File: src/rtl/lockstep_pkg.sv
// Shared definitions for the lockstep comparator: FSM encoding and default parameters.
package lockstep_pkg;

   localparam int unsigned DEF_WIDTH = 8;
   localparam int unsigned DEF_NLANE = 2;
   localparam int unsigned DEF_DEPTH = 4;
   localparam int unsigned DEF_CNT_W = 16;

   typedef enum logic [1:0] {
      IDLE = 2'd0,
      RUN  = 2'd1,
      FAIL = 2'd2
   } state_e;

endpackage

File: src/rtl/lockstep_skew_fifo.sv
// Skew buffer holding reference samples until the checked side catches up.
module lockstep_skew_fifo #(
   parameter int unsigned DATA_W = 16,
   parameter int unsigned DEPTH  = 4
) (
   input  logic                     clk,
   input  logic                     reset,
   input  logic                     push,
   input  logic                     pop,
   input  logic [DATA_W-1:0]        wdata,
   output logic [DATA_W-1:0]        rdata,
   output logic                     full,
   output logic                     empty,
   output logic [$clog2(DEPTH):0]   count
);

   localparam int unsigned AW = $clog2(DEPTH);
   localparam int unsigned CW = AW + 1;

   logic [DATA_W-1:0] mem_q [DEPTH];
   logic [AW-1:0]     wptr_q;
   logic [AW-1:0]     rptr_q;
   logic [CW-1:0]     count_q;

   // Storage carries no reset; occupancy alone defines validity.
   always_ff @(posedge clk) begin
      if (push) mem_q[wptr_q] <= wdata;
   end

   // Pointers wrap naturally since DEPTH is a power of two.
   always_ff @(posedge clk) begin
      if (!reset) begin
         wptr_q  <= '0;
         rptr_q  <= '0;
         count_q <= '0;
      end else begin
         if (push) wptr_q <= wptr_q + AW'(1);
         if (pop)  rptr_q <= rptr_q + AW'(1);
         unique case ({push, pop})
            2'b10:   count_q <= count_q + CW'(1);
            2'b01:   count_q <= count_q - CW'(1);
            default: count_q <= count_q;
         endcase
      end
   end

   assign rdata = mem_q[rptr_q];
   assign full  = (count_q == CW'(DEPTH));
   assign empty = (count_q == '0);
   assign count = count_q;

endmodule

File: src/rtl/lockstep_compare.sv
// Lane-wise lockstep comparator with skew buffer, sticky error and saturating mismatch count.
// Define LOCKSTEP_FIRST_FAIL_CAPTURE_EN to add first-mismatch capture outputs (cap_a/cap_b/cap_lane).
module lockstep_compare
   import lockstep_pkg::*;
#(
   parameter int unsigned WIDTH = DEF_WIDTH,
   parameter int unsigned NLANE = DEF_NLANE,
   parameter int unsigned DEPTH = DEF_DEPTH,
   parameter int unsigned CNT_W = DEF_CNT_W
) (
   input  logic                     clk,
   input  logic                     reset,
   input  logic                     clk_enable,
   input  logic                     arm,
   input  logic                     clr_err,
   input  logic                     a_valid,
   input  logic [NLANE*WIDTH-1:0]   a_data,
   input  logic                     b_valid,
   input  logic [NLANE*WIDTH-1:0]   b_data,
   output logic                     ce_out,
   output logic                     cmp_valid,
   output logic                     match,
   output logic [NLANE-1:0]         lane_mis,
   output logic                     err_sticky,
   output logic [CNT_W-1:0]         mis_cnt,
   output logic                     overflow,
   output logic                     underflow,
   output logic [1:0]               state
`ifdef LOCKSTEP_FIRST_FAIL_CAPTURE_EN
   ,
   output logic [NLANE*WIDTH-1:0]   cap_a,
   output logic [NLANE*WIDTH-1:0]   cap_b,
   output logic [NLANE-1:0]         cap_lane
`endif
);

   localparam int unsigned DW = NLANE * WIDTH;
   localparam int unsigned CW = $clog2(DEPTH) + 1;

   state_e            state_q, state_d;
   logic              cmp_valid_q, cmp_valid_d;
   logic              match_q, match_d;
   logic [NLANE-1:0]  lane_mis_q, lane_mis_d;
   logic              err_q, err_d;
   logic [CNT_W-1:0]  cnt_q, cnt_d;
   logic              ovf_q, ovf_d;
   logic              unf_q, unf_d;

   logic              fifo_full, fifo_empty;
   logic [CW-1:0]     fifo_count;
   logic [DW-1:0]     fifo_rdata;
   logic              active, push, pop, bypass, do_cmp, ovf, unf, mis_hit, err_evt, clr;
   logic [DW-1:0]     ref_data;
   logic [NLANE-1:0]  lane_vec;
   logic              unused_count;

   assign unused_count = ^fifo_count;

   // Datapath decode: a simultaneous push/pop on an empty buffer bypasses storage.
   always_comb begin
      active   = clk_enable && (state_q != IDLE);
      bypass   = active && a_valid && b_valid && fifo_empty;
      pop      = active && b_valid && !fifo_empty;
      push     = active && a_valid && (b_valid ? !fifo_empty : !fifo_full);
      ovf      = active && a_valid && !b_valid && fifo_full;
      unf      = active && b_valid && !a_valid && fifo_empty;
      do_cmp   = pop || bypass;
      ref_data = bypass ? a_data : fifo_rdata;
      lane_vec = '0;
      for (int unsigned l = 0; l < NLANE; l++) begin
         lane_vec[l] = (ref_data[l*WIDTH +: WIDTH] != b_data[l*WIDTH +: WIDTH]);
      end
      mis_hit  = do_cmp && (|lane_vec);
      err_evt  = mis_hit || ovf || unf;
      clr      = active && clr_err;
   end

   lockstep_skew_fifo #(
      .DATA_W (DW),
      .DEPTH  (DEPTH)
   ) u_fifo (
      .clk   (clk),
      .reset (reset),
      .push  (push),
      .pop   (pop),
      .wdata (a_data),
      .rdata (fifo_rdata),
      .full  (fifo_full),
      .empty (fifo_empty),
      .count (fifo_count)
   );

   // Next-state and registered-output logic; everything holds while clk_enable is low.
   always_comb begin
      state_d     = state_q;
      cmp_valid_d = cmp_valid_q;
      match_d     = match_q;
      lane_mis_d  = lane_mis_q;
      err_d       = err_q;
      cnt_d       = cnt_q;
      ovf_d       = ovf_q;
      unf_d       = unf_q;
      if (clk_enable) begin
         cmp_valid_d = do_cmp;
         match_d     = do_cmp && !(|lane_vec);
         lane_mis_d  = do_cmp ? lane_vec : '0;
         ovf_d       = ovf;
         unf_d       = unf;
         // A new error in the same cycle as clr_err takes priority.
         if (clr) begin
            err_d = 1'b0;
            cnt_d = '0;
         end
         if (err_evt) err_d = 1'b1;
         if (mis_hit && (cnt_d != '1)) cnt_d = cnt_d + CNT_W'(1);
         unique case (state_q)
            IDLE:    if (arm) state_d = RUN;
            RUN:     if (err_evt) state_d = FAIL;
            FAIL:    if (clr_err && !err_evt) state_d = RUN;
            default: state_d = IDLE;
         endcase
      end
   end

   always_ff @(posedge clk) begin
      if (!reset) begin
         state_q     <= IDLE;
         cmp_valid_q <= 1'b0;
         match_q     <= 1'b0;
         lane_mis_q  <= '0;
         err_q       <= 1'b0;
         cnt_q       <= '0;
         ovf_q       <= 1'b0;
         unf_q       <= 1'b0;
      end else begin
         state_q     <= state_d;
         cmp_valid_q <= cmp_valid_d;
         match_q     <= match_d;
         lane_mis_q  <= lane_mis_d;
         err_q       <= err_d;
         cnt_q       <= cnt_d;
         ovf_q       <= ovf_d;
         unf_q       <= unf_d;
      end
   end

   assign ce_out     = clk_enable;
   assign cmp_valid  = cmp_valid_q;
   assign match      = match_q;
   assign lane_mis   = lane_mis_q;
   assign err_sticky = err_q;
   assign mis_cnt    = cnt_q;
   assign overflow   = ovf_q;
   assign underflow  = unf_q;
   assign state      = state_q;

`ifdef LOCKSTEP_FIRST_FAIL_CAPTURE_EN
   logic [DW-1:0]    cap_a_q, cap_a_d, cap_b_q, cap_b_d;
   logic [NLANE-1:0] cap_lane_q, cap_lane_d;
   logic             cap_done_q, cap_done_d;

   // Freeze operands of the first mismatch seen since reset or clr_err.
   always_comb begin
      cap_a_d    = cap_a_q;
      cap_b_d    = cap_b_q;
      cap_lane_d = cap_lane_q;
      cap_done_d = cap_done_q;
      if (clr) begin
         cap_a_d    = '0;
         cap_b_d    = '0;
         cap_lane_d = '0;
         cap_done_d = 1'b0;
      end
      if (mis_hit && (!cap_done_q || clr)) begin
         cap_a_d    = ref_data;
         cap_b_d    = b_data;
         cap_lane_d = lane_vec;
         cap_done_d = 1'b1;
      end
   end

   always_ff @(posedge clk) begin
      if (!reset) begin
         cap_a_q    <= '0;
         cap_b_q    <= '0;
         cap_lane_q <= '0;
         cap_done_q <= 1'b0;
      end else begin
         cap_a_q    <= cap_a_d;
         cap_b_q    <= cap_b_d;
         cap_lane_q <= cap_lane_d;
         cap_done_q <= cap_done_d;
      end
   end

   assign cap_a    = cap_a_q;
   assign cap_b    = cap_b_q;
   assign cap_lane = cap_lane_q;
`endif

endmodule

File: config.mk
export PLATFORM = sky130hd
export DESIGN_NAME = lockstep_compare
export DESIGN_NICKNAME = d
export VERILOG_FILES = /design/src/rtl/lockstep_pkg.sv /design/src/rtl/lockstep_skew_fifo.sv /design/src/rtl/lockstep_compare.sv
export SDC_FILE = /design/constraint.sdc
export NUM_CORES = 1
export LEC_CHECK = 0
export ABC_AREA = 1
export CORE_MARGIN = 4
export CORE_UTILIZATION = 35
export DETAILED_ROUTE_END_ITERATION = 7
export GPL_TIMING_DRIVEN = 0
export MAX_ROUTING_LAYER = met4
export PLACE_DENSITY_LB_ADDON = 0.12
export SYNTH_ARGS = -nofsm -noshare
export SYNTH_HDL_FRONTEND = slang
export SYNTH_SLANG_ARGS = --single-unit
File: constraint.sdc
create_clock -name clk -period 4.62 [get_ports clk]
set_clock_uncertainty 0.15 [all_clocks]
set_input_delay 0.693 -clock clk [delete_from_list [all_inputs] [get_ports clk]]
set_output_delay 0.693 -clock clk [all_outputs]
set_load 0.02 [all_outputs]
==> results, run 1 <==
- The core region is approximately 0.014 mm2.
- The filler cell count in the final layout is 1416.
- STA classifies the critical path endpoint as a register.
- The number of slew-limit violations in the final report is 0.
- The first detailed-routing pass took 5 iterations.
- The endpoint of the worst setup timing path is mis_cnt[1].
- Once layout is complete, the utilization of the core stands at 45.1%.
- Entering global routing, the biggest net connects 17 pins.
- The floorplan step defined a die boundary enclosing 0.0167 mm2.
- The count of nets after finishing is 783.
- The Yosys warning count is 0.
- In this run the power density over the cells is 288 mW/mm2.
- Headroom to the max-slew limit came out at 62.0%.
- Prior to clock tree synthesis, the placed netlist has a worst setup slack of approximately 0.81 ns.
- The worst path meets setup with 1.20 ns of slack.
- After routing the design area is 0.00636 mm2.
- The first global-routing pass estimated 21700 um of wire.
- The clock reaches the later pin of the worst-skew pair after 0.35 ns.
- Synthesis instantiated 32 different standard cells from the library.
- After synthesis, the largest area contributor takes up 37.5% of total cell area.
- The cell count after synthesis is 658.
- In the routed design, unresolved DRC markers number 0.
- The post-CTS setup repair buffer count is 0.
- After clock tree synthesis, the clock-pin slew on the worst setup and hold paths is roughly 0.07 ns.
- The congestion estimate from routability-driven global placement came to between 0.8 and 0.9.
- For the worst flop-to-flop path, the logic depth is 17.
- During I/O placement, the number of pins put on the boundary was 65.
- The total routing usage reported by global routing is 17.4%.
- The placed cell area is 0.00606 mm2.
- Measured along the x axis, the die boundary spans between 100 and 150 um.
- The endpoint identified for the worst register-to-register timing path is mis_cnt[1].
- The floorplan has 43 rows.
- The remaining antenna violation count after routing is 0.
- In the post-synthesis netlist, the biggest area contributors are sky130_fd_sc_hd__edfxtp_1, sky130_fd_sc_hd__nand2_1, sky130_fd_sc_hd__dfxtp_1.
- Averaged over all synthesized cells, the footprint is 7.80 um2.
- The dominant register cell in the synthesized netlist is sky130_fd_sc_hd__edfxtp_1.
- The number of global-route vias before repair was 4262.
- The critical path required time is 4.74 ns.
- The die extent in y is 129 um.
- The time the final worst path needs with I/O delays and setup is 3.42 ns.
- Of all nets on the critical path, the largest fanout is 10.
- The H-tree generated during clock tree synthesis spans 3 levels.
- The CTS tree is yes.
- The port buffer count is 64.
- The HPWL after detailed placement is 9610 um.
- The type of the tightest min-delay check is register to register.
- The worst voltage drop across the vdd grid is ~170 uV.
- In this run the worst setup path begins at clk_enable.
- The first routing iteration left 232 violations.
- In this run, synthesis produced a sequential element count of 98.
- Post-CTS repair changed the size of 0 cells.
- Setup repair after global routing left no endpoint under its margin.
- No sink is reached through more buffers than the 2 on the longest clock path.
- The final route contains around 4400 vias.
- The share of layout cells above drive strength 1 is 9.16%.
- The internal reg-to-reg setup slack is 1.74 ns.
- The transition at the pin with the smallest max-transition slack is ~0.57 ns.
- The number of hold violations in the final report came to 0.
- The average vias per placed instance is 4.73.
- The cell sitting at the root of the clock tree is a sky130_fd_sc_hd__clkbuf_16.
- The initial antenna violation count is 0.
- The fmax is between 200 and 300 MHz.
- The number of diodes added for antenna fixing is 0.
- The remaining global-route overflow is 0.
- For this run, the register share of the synthesized area comes to 50.7%.
- The reported max-cap violation count is 0.
- The largest area contributor in the synthesized netlist is sky130_fd_sc_hd__edfxtp_1.
- The area of the mapped netlist is 0.00513 mm2.
- Once the floorplan was initialized, standard cells occupied a little over a third of the core.
- The number of failing setup endpoints in the final timing report is 0.
- Synthesis produced a netlist with a net count of 704.
- The clock buffer count from CTS is 9.
- Hold repair after CTS inserted 0 buffers.
- The final setup TNS is 0 ns.
- The total leakage power is approximately 2.6 nW.
- The final layout contains routed wiring with a total length of 13500 um.
- The CTS sink count is 98.
- The average wire length per cell after detail routing is 14.6 um.
- The flow ran to the end, and the final reports show no timing, DRC or antenna violations.
- The area growth from synthesis to layout is 23.9%.
- The worst register-to-register path begins at state[1].
- The worst setup path is of the input port to register kind.
- For this run, asynchronously set or reset flops after synthesis account for 0%.
- STA puts the critical path data arrival time at 3.55 ns.
- The share of the clock period used by the worst path is 74.1%.
- The design draws about 0.0018 W.
- The number of synthesized flops with an enable pin is 64.
- The element type at the critical path start is an input port.
-- layout by cell type (no fill, tap or decap), types with 4 or more instances in the layout --
cell                              count
sky130_fd_sc_hd__nand2_1            212
sky130_fd_sc_hd__o21a_1               4
sky130_fd_sc_hd__dfxtp_1             34
sky130_fd_sc_hd__nor3_1               7
sky130_fd_sc_hd__nand3_1             52
sky130_fd_sc_hd__clkdlybuf4s50_1     64
sky130_fd_sc_hd__buf_6                4
sky130_fd_sc_hd__a21oi_1             30
sky130_fd_sc_hd__buf_2               14
sky130_fd_sc_hd__nor3_2               4
sky130_fd_sc_hd__inv_1               74
sky130_fd_sc_hd__nand3b_1             8
sky130_fd_sc_hd__inv_2                8
sky130_fd_sc_hd__nand2_2              5
sky130_fd_sc_hd__ha_1                 6
sky130_fd_sc_hd__o21ai_0             23
sky130_fd_sc_hd__clkbuf_16            9
sky130_fd_sc_hd__nor2_2               8
sky130_fd_sc_hd__edfxtp_1            64
sky130_fd_sc_hd__nor2_1              80
-- state kept, by name, summed over array words and instances, names as in the netlist, named ones only --
signal and flops:
overflow 1, u_fifo.wptr_q 2, state 2, err_sticky 1, u_fifo.count 3, u_fifo.rptr_q 2, cmp_valid 1, u_fifo.mem_q 64
match 1, mis_cnt 16, underflow 1, lane_mis 2
-- report_power, final --
part           leakage (nW)  internal (W)  switching (W)
clock network         0.139      0.000418       0.000327
logic                  1.64     0.0000619      0.0000813
registers             0.850      0.000939     0.00000452
-- cell type report --
cell class                 count  area, um2  area share, %
timing repair buffer          68        697           11.0
clock buffer                   9        225           3.54
buffer                        21        126           1.99
sequential                    98       2600           40.9
multi-input combinational    456       2100           33.0
clock inverter                 7       68.8           1.08
inverter                      83        312           4.90
tap                          180        225           3.54
-- worst min-delay path by stage --
stage	slack [ns]	to	depth (start not counted)	start
after global routing	0.35	lane_mis[1]	2	lane_mis[1]
after detailed placement	0.31	lane_mis[1]	2	lane_mis[1]
after global placement	0.30	u_fifo.rptr_q[0]	1	u_fifo.rptr_q[0]
final	0.32	u_fifo.rptr_q[1]	2	u_fifo.rptr_q[1]
after CTS	0.32	u_fifo.rptr_q[1]	2	u_fifo.rptr_q[1]
after floorplan	0.29	register	2	u_fifo.rptr_q[1]
-- synthesized netlist by cell type, types with 4 or more instances --
cell,n
sky130_fd_sc_hd__a21oi_1,30
sky130_fd_sc_hd__buf_2,14
sky130_fd_sc_hd__dfxtp_1,34
sky130_fd_sc_hd__edfxtp_1,64
sky130_fd_sc_hd__ha_1,6
sky130_fd_sc_hd__inv_1,74
sky130_fd_sc_hd__inv_2,8
sky130_fd_sc_hd__nand2_1,212
sky130_fd_sc_hd__nand2_2,5
sky130_fd_sc_hd__nand3_1,52
sky130_fd_sc_hd__nand3b_1,8
sky130_fd_sc_hd__nor2_1,84
sky130_fd_sc_hd__nor2_2,4
sky130_fd_sc_hd__nor3_1,7
sky130_fd_sc_hd__nor3_2,4
sky130_fd_sc_hd__o21a_1,4
sky130_fd_sc_hd__o21ai_0,23
-- cells by family after synthesis --
group	after synthesis	share of synthesized area, %
simple gates	386	32.3
buf+inv	104	8.54
flops	98	50.7
compound gates	60	6.05
fa+ha+maj	7	1.85
xor+xnor	3	0.512
-- worst max-delay path, stage by stage --
cell and delay [ns]:
sky130_fd_sc_hd__clkdlybuf4s50_1 0.56, sky130_fd_sc_hd__inv_2 0.21, sky130_fd_sc_hd__nor2_1 0.12, sky130_fd_sc_hd__nand2_4 0.15
sky130_fd_sc_hd__nand2_1 0.11, sky130_fd_sc_hd__inv_1 0.10, sky130_fd_sc_hd__ha_1 0.15, sky130_fd_sc_hd__inv_1 0.06
sky130_fd_sc_hd__nor3_2 0.25, sky130_fd_sc_hd__inv_1 0.07, sky130_fd_sc_hd__nor2_1 0.16, sky130_fd_sc_hd__inv_2 0.07
sky130_fd_sc_hd__nor2_2 0.12, sky130_fd_sc_hd__nand3_1 0.14, sky130_fd_sc_hd__nand3_4 0.17, sky130_fd_sc_hd__buf_4 0.20
sky130_fd_sc_hd__nand2_1 0.07, sky130_fd_sc_hd__a21oi_1 0.15
-- per-layer routing --
layer / vias to the layer above / wire length, um / GRT usage, %
li1: 2261 / - / -
met1: 1983 / 6450 / 22.3
met2: 98 / 6320 / 28.4
met3: 15 / 518 / 2.76
met4: 0 / 213 / 5.44
met5: - / 0 / -
-- per-stage QoR --
step | std cells | hold slack, ns
global placement | 902 | 0.303
global route | 922 | 0.346
CTS | 922 | 0.320
floorplan | 658 | 0.286
finish | 922 | 0.323
detailed placement | 906 | 0.306
(Power assumes the default switching activity.)
==> inputs of run 2 (changes only) <==
- clock period: 4.62 -> 3.48 ns (I/O delays scaled with it)
==> run 2 against run 1 <==
  * Utilization hardly changed
  * Cell area hardly changed
  * Sequential power up 33%
  * First-iteration DRC count unchanged
  * Non-clock buffer count unchanged
  * Flip-flop and latch count stayed put
  * Critical path type unchanged
  * Critical path depth shrank 1
  * Sequential share of layout area is essentially flat
  * Largest power group unchanged
==> results, run 2 (synthesized netlist as in run 1, its figures left out) <==
- The die covers 0.0167 mm2.
- The die extent in y is 129 um.
- The data arrival at the endpoint of the critical path is ~3.1 ns.
- The number of design-rule violations left by the first detailed-router iteration is 232.
- Entering global routing, the biggest net connects 17 pins.
- The relative area change from synthesis to final layout is 24.0%.
- The number of antenna diodes in the final layout is 0.
- 65 I/O pins were placed.
- The final critical path takes up 85.7% of the cycle.
- The run finished with clean final reports.
- The normalized max-slew margin is 61.8%.
- Along the worst path, the maximum fanout reaches 10.
- The global routing met1 resource utilization is between 20% and 30%.
- Walking the worst path, the cells encountered are clkdlybuf4s50_1, inv_1, nor3_2, nand2_2, buf_2, nand2_1, nand3_1, nand2_1, nor2_1, nand2_1, nor2_2, nand2_2, nand3_4, nor2_1, nand2_1, a21oi_1, o21a_1.
- The average wire length per cell after detail routing is 14.6 um.
- Once the floorplan was initialized, standard cells occupied 36.4% of the core.
- The critical path required time is 3.62 ns.
- Following the worst setup path forward leads to its endpoint at mis_cnt[10].
- The remaining global-route overflow is 0.
- IR analysis of the VDD net gives a maximum drop of 226 uV.
- The instance count along the most critical hold path is 2.
- The final HPWL from detailed placement is between 9000 and 10000 um.
- The cell occurring most often along the worst timing path is sky130_fd_sc_hd__nand2_1.
- The clock-pin transition on the worst setup and hold timing paths is 0.07 ns.
- The number of global-route vias before repair is 4262.
- Setup repair after global routing left no endpoint under its margin.
- The CTS tree is yes.
- For met2 alone, demand over resource in global routing was 28.4%.
- The number of hold violations in the final report came to 0.
- In this design, the stage delay of the slowest critical-path cell is approximately 0.53 ns.
- Summing over every cut layer, the via total after detailed routing is around 4400.
- The global-route wire length before repair is 21700 um.
- The H-tree depth reported by CTS is 3.
- The total stage count of the critical path is 17.
- Counting flops per register, the top entry is u_fifo.mem_q.
- The type of element capturing the critical path is a register.
- The category of the critical setup timing path is input port to register.
- The post-CTS setup repair buffer count is 0.
- In the layout the commonest cells are sky130_fd_sc_hd__nand2_1, sky130_fd_sc_hd__nor2_1, sky130_fd_sc_hd__inv_1.
- The worst flop-to-flop path startpoint is state[1].
- Row generation in the floorplan step produced 43 rows.
- The remaining antenna violation count after routing is 0.
- The floorplan step set the die width to 129 um.
- The hold slack is 0.323 ns.
- The cell class contributing the biggest share of worst-path delay is simple AND/OR/NAND/NOR gates.
- The port buffer count is 64.
- The placed cell area is between 0.006 and 0.007 mm2.
- The core outline area is 0.0141 mm2.
- The transition at the pin with the smallest max-transition slack is ~0.57 ns.
- Measured on the finished design, the core utilization comes to 45.1%.
- Among all stages on the critical path, the largest delay is contributed by sky130_fd_sc_hd__clkdlybuf4s50_1.
- The finished cells cover 0.00636 mm2.
- The routed design could run at a clock period as short as 2.98 ns.
- The internal reg-to-reg setup slack is 0.60 ns.
- The clock network latency to the later pin of the worst-skew pair is 0.34 ns.
- The initial antenna violation count came to 0.
- The CTS sink count is 98.
- The post-cts repair resize count is 0.
- For this design, the CTS-stage hold fixing added 0 buffers.
- At the end of routability-driven placement, the weighted congestion stood at between 0.8 and 0.9.
- The path class of the tightest hold or removal check is register to register.
- The routing usage on met3 is 2.76%.
- Across the run, the number of max-cap violations was 0.
- Power spread over the standard cell area amounts to 382 mW/mm2.
- Using the TritonRoute via totals, the vias-per-cell ratio works out to approximately 4.7.
- The worst reg2reg path depth is 17.
- The wire length reported by the detailed router is 13500 um.
- The register with the most flip-flops in the layout has between 60 and 70 of them.
- The endpoint identified for the worst register-to-register timing path is mis_cnt[1].
- The clock buffer count from CTS is 9.
- Counting along the longest clock path gives a buffer depth of 2.
- The critical path launch point is b_valid.
- The master cell of the clock root buffer is sky130_fd_sc_hd__clkbuf_16.
- The number of slew-limit violations in the final report is 0.
- For this run, design rule violations remaining after detail routing come to 0.
- The total leakage power is 2.64 nW.
- The number of buffers and inverters on the critical path is 3.
- The element type at the critical path start is an input port.
- The number of detailed-route iterations in the first pass is 5.
- After global routing, the most crowded layer is met2.
- The share of layout cells above drive strength 1 is 9.16%.
- The fmax is 335 MHz.
- The leading cell type in the layout, fill and taps excluded is sky130_fd_sc_hd__nand2_1.
- Setup violations remaining at the end of the flow were counted as 0.
- Across every metal layer, demand over resource in global routing totals between 10% and 20%.
- At the end of the flow, the number of nets in the layout was 783.
==> run 2: cell types whose count changed in the layout (fill, tap and decap cells not counted) <==
cell                              change
sky130_fd_sc_hd__clkdlybuf4s50_1      -1
sky130_fd_sc_hd__dlymetal6s2s_1       +1
sky130_fd_sc_hd__inv_2                -1
sky130_fd_sc_hd__inv_4                +1
==> run 2: layout make-up <==
| type | count | area [um2] |
|---|---|---|
| clock inverters | 7 | 68.8 |
| repair buffers | 68 | 699 |
| multi-input cells | 456 | 2100 |
| clock buffers | 9 | 225 |
| inverters | 83 | 314 |
| flip-flops and latches | 98 | 2600 |
| well taps | 180 | 225 |
| fillers | 1418 | 7730 |
| plain buffers | 21 | 126 |
==> run 2: tightest hold or removal path: cells and delay by family, from the launching register on <==
kind | cells | cell delay, ns
flops | 1 | 0.31
simple gates | 1 | 0.06
compound gates | 1 | 0.05
==> run 2: report_power, final <==
| group | switching [W] | internal, W |
|---|---|---|
| Sequential | 0.00000597 | 0.00125 |
| Clock | 0.000433 | 0.000555 |
| Combinational | 0.000108 | 0.0000823 |
| Total | 0.000548 | 0.00188 |
==> run 2: per-stage QoR <==
step / instances / TNS [ns] / worst slack (ns) / total power [W]
3_5_place_dp: 906 / -1.85 / -0.162 / 0.00147
5_1_grt: 922 / 0 / 0.244 / 0.00253
2_1_floorplan: 658 / 0 / 0.936 / 0.00137
4_1_cts: 922 / 0 / 0.208 / 0.00246
3_3_place_gp: 902 / -35.24 / -0.570 / 0.00146
6_report: 922 / 0 / 0.496 / 0.00243
==> run 2: metal layers <==
metal / share of wire [%] / up-vias
li1: - / 2261
met1: 47 / 1982
met2: 47 / 96
met3: 4.0 / 14
met4: 1.5 / 0
met5: 0 / -
==> run 2: worst min path at each step <==
| stage | from | endpoint |
|---|---|---|
| floorplan | u_fifo.rptr_q[1] | register |
| global placement | u_fifo.rptr_q[0] | u_fifo.rptr_q[0] |
| detailed placement | lane_mis[1] | lane_mis[1] |
| CTS | u_fifo.rptr_q[1] | u_fifo.rptr_q[1] |
| global route | lane_mis[1] | lane_mis[1] |
| finish | lane_mis[1] | lane_mis[1] |
==> inputs of run 3 (changes only) <==
- CORE_UTILIZATION: 35 -> 45
==> run 3 against run 2 <==
  * Cell area barely moved
  * Worst hold slack improved by 0.0041 ns
  * Combinational power about the same
  * Via count is 3.0% higher
  * Total power increased by 5.6%
  * Die area fell by 21%
  * Critical path depth down 1
  * Flip-flop and latch count unchanged
  * Register-to-register slack gained 0.04 ns
  * Routed wire length down 4.7%
  * Sequential power hardly changed
  * Global-route usage increased by 3.7 points
==> results, run 3 (synthesized netlist as in run 1, its figures left out) <==
- The transition at the pin with the smallest max-transition slack is 0.604 ns.
- For this design the top-level I/O count stands at 65.
- The width of the chip is approximately 110 um.
- The flip-flop count of the largest register after layout is 64.
- TritonCTS built the clock tree.
- The number of global-route vias before repair is 4456.
- The share of the clock period used by the worst path is a little over four fifths.
- The internal reg-to-reg setup slack is about 0.64 ns.
- The initial core utilization is 46.7%.
- At the end of routability-driven placement, the weighted congestion stood at 0.896.
- More flip-flops sit in one register than any other, and that register is u_fifo.mem_q.
- For this run, the total global-route usage over all layers was measured as 21.1%.
- The worst flop-to-flop path startpoint is state[1].
- Clock-pin slew was measured on the worst setup and hold paths at 0.07 ns.
- The type of the tightest min-delay check is register to register.
- The non-filler instance count after layout is 882.
- Counting the buffers created by CTS gives 9.
- The number of hold violations in the final report was 0.
- The total power divided by cell area is 404 mW/mm2.
- The type of element capturing the critical path is a register.
- The largest net degree at the start of global routing is 17.
- After the first detailed-routing iteration, the DRC count stood at approximately 240.
- The CTS sink count is 98.
- The remaining antenna violation count after routing is 0.
- The number of detailed-route iterations in the first pass is 5.
- In the layout the commonest cells are sky130_fd_sc_hd__nand2_1, sky130_fd_sc_hd__nor2_1, sky130_fd_sc_hd__inv_1.
- Counting instances, the worst hold path has a depth of 1.
- The core region is ~0.011 mm2.
- Wires add up to 12800 um.
- The worst voltage drop across the vdd grid is 196 uV.
- The fmax is between 300 and 400 MHz.
- The normalized max-slew margin is 59.7%.
- The category of the critical setup timing path is input port to register.
- The number of core rows is 38.
- Buffers inserted to repair hold after CTS numbered 0.
- The number of slew-limit violations in the final report came to 0.
- The HPWL after detailed placement is 8970 um.
- The leading cell type in the layout, fill and taps excluded is sky130_fd_sc_hd__nand2_1.
- The startpoint identified for the worst hold timing path is u_fifo.rptr_q[0].
- The end of the worst hold path is u_fifo.rptr_q[0].
- The number of placed instances, taps included, is 866.
- The most critical setup path has its startpoint at b_valid.
- With fillers left out, the area of the finished cells amounts to 0.00636 mm2.
- For the worst-skew pair, the clock arrives at the later sink with an insertion delay of roughly 0.34 ns.
- STA puts the critical path data arrival time at ~3 ns.
- The port buffer count is 64.
- The endpoint identified for the worst register-to-register timing path is mis_cnt[12].
- The flow ran to the end, and the final reports show no timing, DRC or antenna violations.
- Dividing the detail-routed wire length by the instance count gives ~15 um.
- The reported max-cap violation count is 0.
- The die extent in y is approximately 110 um.
- The clock tree synthesis step divided the H-tree into 3 levels.
- From synthesis to final layout, the design area changed by 24.0%.
- The initial antenna violation count was 0.
- Counting the fill cells in the layout gives between 900 and 1000.
- The total overflow left after global routing is 0.
- In the final design database the tool counted ~800 nets.
- The number of failing setup endpoints in the final timing report is 0.
- The die area is ~0.013 mm2.
- The number of antenna diodes in the final layout is 0.
- Setup repair after global routing left no endpoint under its margin.
- For the finished layout, the period the worst path requires is approximately 2.9 ns.
- The root buffer cell chosen for the clock tree is sky130_fd_sc_hd__clkbuf_16.
- The deepest clock path buffer count is 2.
- The maximum net fanout on the critical path is 10.
- STA puts the critical path data required time at around 3.6 ns.
- The DRC violations left is 0.
- Buffers added to address setup during post-CTS repair amount to 0.
- The total via count in the routed design is 4484.
- The global-route wire length before repair is 21200 um.
- After detailed routing, the number of vias per cell comes to 5.08.
- The total leakage power is 2.66 nW.
- In this run the cell area measured after placement is 0.00602 mm2.
- The element type at the critical path start is an input port.
- The worst register-to-register path has a depth of 17.
- In the final layout, the share of cells above drive strength 1 is 9.16%.
## run 3: metal layers
layer	track usage [%]	routed length, um
met1	26.4	5640
met2	34.4	6120
met3	4.05	872
met4	7.75	218
met5	-	0
## run 3: worst max-delay path: stages
cell	delay, ns
sky130_fd_sc_hd__clkdlybuf4s50_1	0.54
sky130_fd_sc_hd__inv_1	0.10
sky130_fd_sc_hd__nor3_2	0.21
sky130_fd_sc_hd__nand2_2	0.19
sky130_fd_sc_hd__buf_2	0.26
sky130_fd_sc_hd__nand2_1	0.09
sky130_fd_sc_hd__nand3_1	0.06
sky130_fd_sc_hd__nand2_1	0.12
sky130_fd_sc_hd__nor2_1	0.06
sky130_fd_sc_hd__nand2_1	0.09
sky130_fd_sc_hd__nor2_2	0.06
sky130_fd_sc_hd__nand2_2	0.09
sky130_fd_sc_hd__nand3_4	0.12
sky130_fd_sc_hd__buf_4	0.21
sky130_fd_sc_hd__nor4_1	0.21
sky130_fd_sc_hd__nor2_1	0.08
## run 3: power breakdown
| part | total [W] | switching [W] | internal (W) |
|---|---|---|---|
| registers | 0.00125 | 0.00000653 | 0.00125 |
| logic | 0.000190 | 0.000108 | 0.0000823 |
| clock network | 0.00113 | 0.000425 | 0.000701 |
| total | 0.00257 | 0.000539 | 0.00203 |
## run 3: how the worst max path moves through the flow
| stage | endpoint | slack [ns] | cells after the start |
|---|---|---|---|
| 6_report | mis_cnt[11] | 0.55 | 16 |
| 5_1_grt | mis_cnt[11] | 0.22 | 18 |
| 4_1_cts | mis_cnt[12] | 0.18 | 18 |
| 3_5_place_dp | mis_cnt[7] | -0.12 | 18 |
| 3_3_place_gp | u_fifo.mem_q[0][12] | -0.54 | 7 |
| 2_1_floorplan | mis_cnt[9] | 0.94 | 18 |
## run 3: area by class of cell
cell class | instances | area [um2] | area share [%]
inverter | 83 | 314 | 4.94
buffer | 21 | 126 | 1.99
tap | 140 | 175 | 2.75
clock inverter | 7 | 118 | 1.85
multi-input combinational | 456 | 2100 | 33.0
clock buffer | 9 | 225 | 3.54
sequential | 98 | 2600 | 40.9
timing repair buffer | 68 | 703 | 11.0
## run 3: what timing repair did
action | CTS | global route
hold endpoints to repair | 0 | 0
endpoints found under the setup margin | 0 | 8
resized for setup | 0 | 2
## run 3: metrics by stage
stage | worst slack (ns) | hold slack [ns] | power (W) | TNS, ns | utilization [%]
6_report | 0.552 | 0.327 | 0.00257 | 0 | 57.9
5_1_grt | 0.218 | 0.359 | 0.00266 | 0 | 57.9
4_1_cts | 0.178 | 0.323 | 0.00258 | 0 | 57.9
3_5_place_dp | -0.123 | 0.311 | 0.00147 | -1.28 | 54.8
3_3_place_gp | -0.540 | 0.305 | 0.00146 | -30.77 | 54.1
2_1_floorplan | 0.936 | 0.286 | 0.00137 | 0 | -
==> RTL edit: new RTL, flow settings as in run 1 <==
Build with the macro `LOCKSTEP_FIRST_FAIL_CAPTURE_EN` defined.
--- a/src/rtl/lockstep_compare.sv
+++ b/src/rtl/lockstep_compare.sv
@@ -2,2 +2,4 @@
 // Define LOCKSTEP_FIRST_FAIL_CAPTURE_EN to add first-mismatch capture outputs (cap_a/cap_b/cap_lane).
+`define LOCKSTEP_FIRST_FAIL_CAPTURE_EN
+
 module lockstep_compare
Formal check against the unedited RTL (old outputs only; new: cap_a, cap_b and cap_lane): equivalent (Yosys induction, for registers that start in step).
==> RTL edit against run 1 <==
Wire length increased by 36%. Maximum frequency fell by 14%. Area after synthesis rose by 26%. Final area grew 32%. Sequential power grew 34%. Critical path type unchanged. Via count up 26%. Sequential cell count increased by 35. Synthesized cell count is 22% higher. Highest routed layer unchanged. Global-route usage up 1.5 points. Setup slack lost 0.55 ns. Power increased by 53%. Cell count up 26%. Die area is 24% higher. Largest power group is now the clock network.
==> RTL edit: results (changes against run 1) <==
status: "completed"
synth_nets: 846  # +20%
holdPathStages: 2  # unchanged
synthFlopType: "dfxtp_1"
synth-compound-area-share_pct: 8.403  # +2.4 points
grtUsageMet2_pct: 29.40  # +0.98 points
max_slew_margin_pct: 46.71  # -15 points
wl_met1_um: 8900  # +38%
ys_warn_count: 0  # unchanged
ys_top_cells_by_count: "nand2_1, nor2_1, dfxtp_1, inv_1, nand3_1"
synth_area_leaders: "edfxtp_1, dfxtp_1, nand2_1"
antenna_found_initial: 0  # unchanged
synth_area_per_cell_um2: 8.078  # +3.6%
globalRouteTotalUtil_pct: 18.89  # +1.5 points
hpwl_um: 13820  # +44%
cts_buffer_depth: 2  # unchanged
routabilityCongestion: 0.8535  # about the same
post-place-cells: 1131  # +25%
largest_reg_flops: 64  # unchanged
cts_root_buf: "clkbuf_16"
synth_edf_count: 64  # unchanged
arrival_ns: 4.10  # +0.55 ns
hold_viol: 0  # unchanged
insertion_delay_ns: 0.43  # +0.08 ns
synthAdderAreaFrac_pct: 1.471  # -0.38 points
dr.pass1.iters: 5  # unchanged
drive_above_1_share_pct: 14.03  # +4.9 points
grt_pass1_vias: 5135  # +20%
worstRegToRegCells: 20  # +3
met1_usage_pct: 25.56  # +3.2 points
numPortBuffers: 98  # +53%
synth_mux_area_share_pct: 0  # unchanged
critPathTopFamily: "simple AND/OR/NAND/NOR gates"
htreeDepth: 4  # +1
route.met3.wl_um: 674  # +30%
synthXorXnorAreaFrac_pct: 0.2711  # -0.24 points
ys_seq_area_share_pct: 51.11  # +0.38 points
nFillCells: 1755  # +24%
slowest_delay_ns: 0.53  # -0.03 ns
p_leak_uw: 0.003266  # +24%
n_antenna_cell: 0  # unchanged
cts_post_setup_buffers_inserted: 0  # unchanged
vdd_drop_max_v: 0.0002518  # +48%
met3_usage_pct: 3.261  # +0.50 points
cts_resized: 0  # unchanged
path_max_fanout: 10  # unchanged
largest_register: "u_fifo.mem_q"
hp-class: "flip-flop to flip-flop"
dr.max_layer_used: "met4"
yosys.cell_types.count: 33  # +3.1%
max-cap-violations: 0  # unchanged
wl_met2_um: 8548  # +35%
cts_made_buffers: 17  # +8
cp_common_cell: "nand2_1"
finalNonFillerCells: 1163  # +26%
vias: 5482  # +26%
drt-initial-drc-count: 313  # +35%
final_nets: 967  # +23%
avgRoutedWirePerCell_um: 15.75  # +7.5%
grt_pass1_wl_um: 28520  # +31%
==> RTL edit: cell types whose count changed after synthesis, sizes merged, moves of 5 or more <==
cell	before	now
dfxtp	34	69
a21oi	30	62
inv	82	77
nor2	89	83
nand2	218	274
nand3	54	69
clkbuf	2	9
==> RTL edit: worst paths after layout <==
kind         startpoint    endpoint  slack, ns
max reg2reg    state[1]  mis_cnt[5]       1.09
min reg2reg   cap_b[11]   cap_b[11]       0.31
min           cap_b[11]   cap_b[11]       0.31
max          clk_enable  mis_cnt[5]       0.65
==> RTL edit: kinds of logic after synthesis <==
group	count (synthesis)
buf+inv	109
simple gates	456
xor+xnor	2
flops	133
fa+ha+maj	7
compound gates	93
==> RTL edit: stage by stage <==
stage | total power [uW] | cell area (um2) | setup slack (ns) | hold WS (ns)
5_1_grt | 2901 | 8377 | 0.2317 | 0.3220
3_5_place_dp | 1500 | 7796 | 0.2116 | 0.3007
3_3_place_gp | 1499 | 7730 | 0.1718 | 0.2981
2_1_floorplan | 1392 | 6462 | 1.497 | 0.2864
4_1_cts | 2822 | 8377 | 0.6453 | 0.3097
6_report | 2795 | 8377 | 0.6501 | 0.3092
==> RTL edit: cell type report <==
cell class | count | area share [%]
Tap cell | 229 | 3.420
Clock inverter | 15 | 1.852
Inverter | 78 | 3.555
Timing Repair Buffer | 102 | 12.38
Clock buffer | 17 | 5.078
Sequential cell | 133 | 39.43
Buffer | 31 | 2.360
Multi-Input combinational cell | 558 | 31.92
==> RTL edit: where the power goes <==
group | total [uW] | internal [uW] | switching (uW)
registers | 1260 | 1250 | 9.21
clock network | 1320 | 795 | 528
logic | 216 | 85.5 | 131
total | 2800 | 2130 | 668
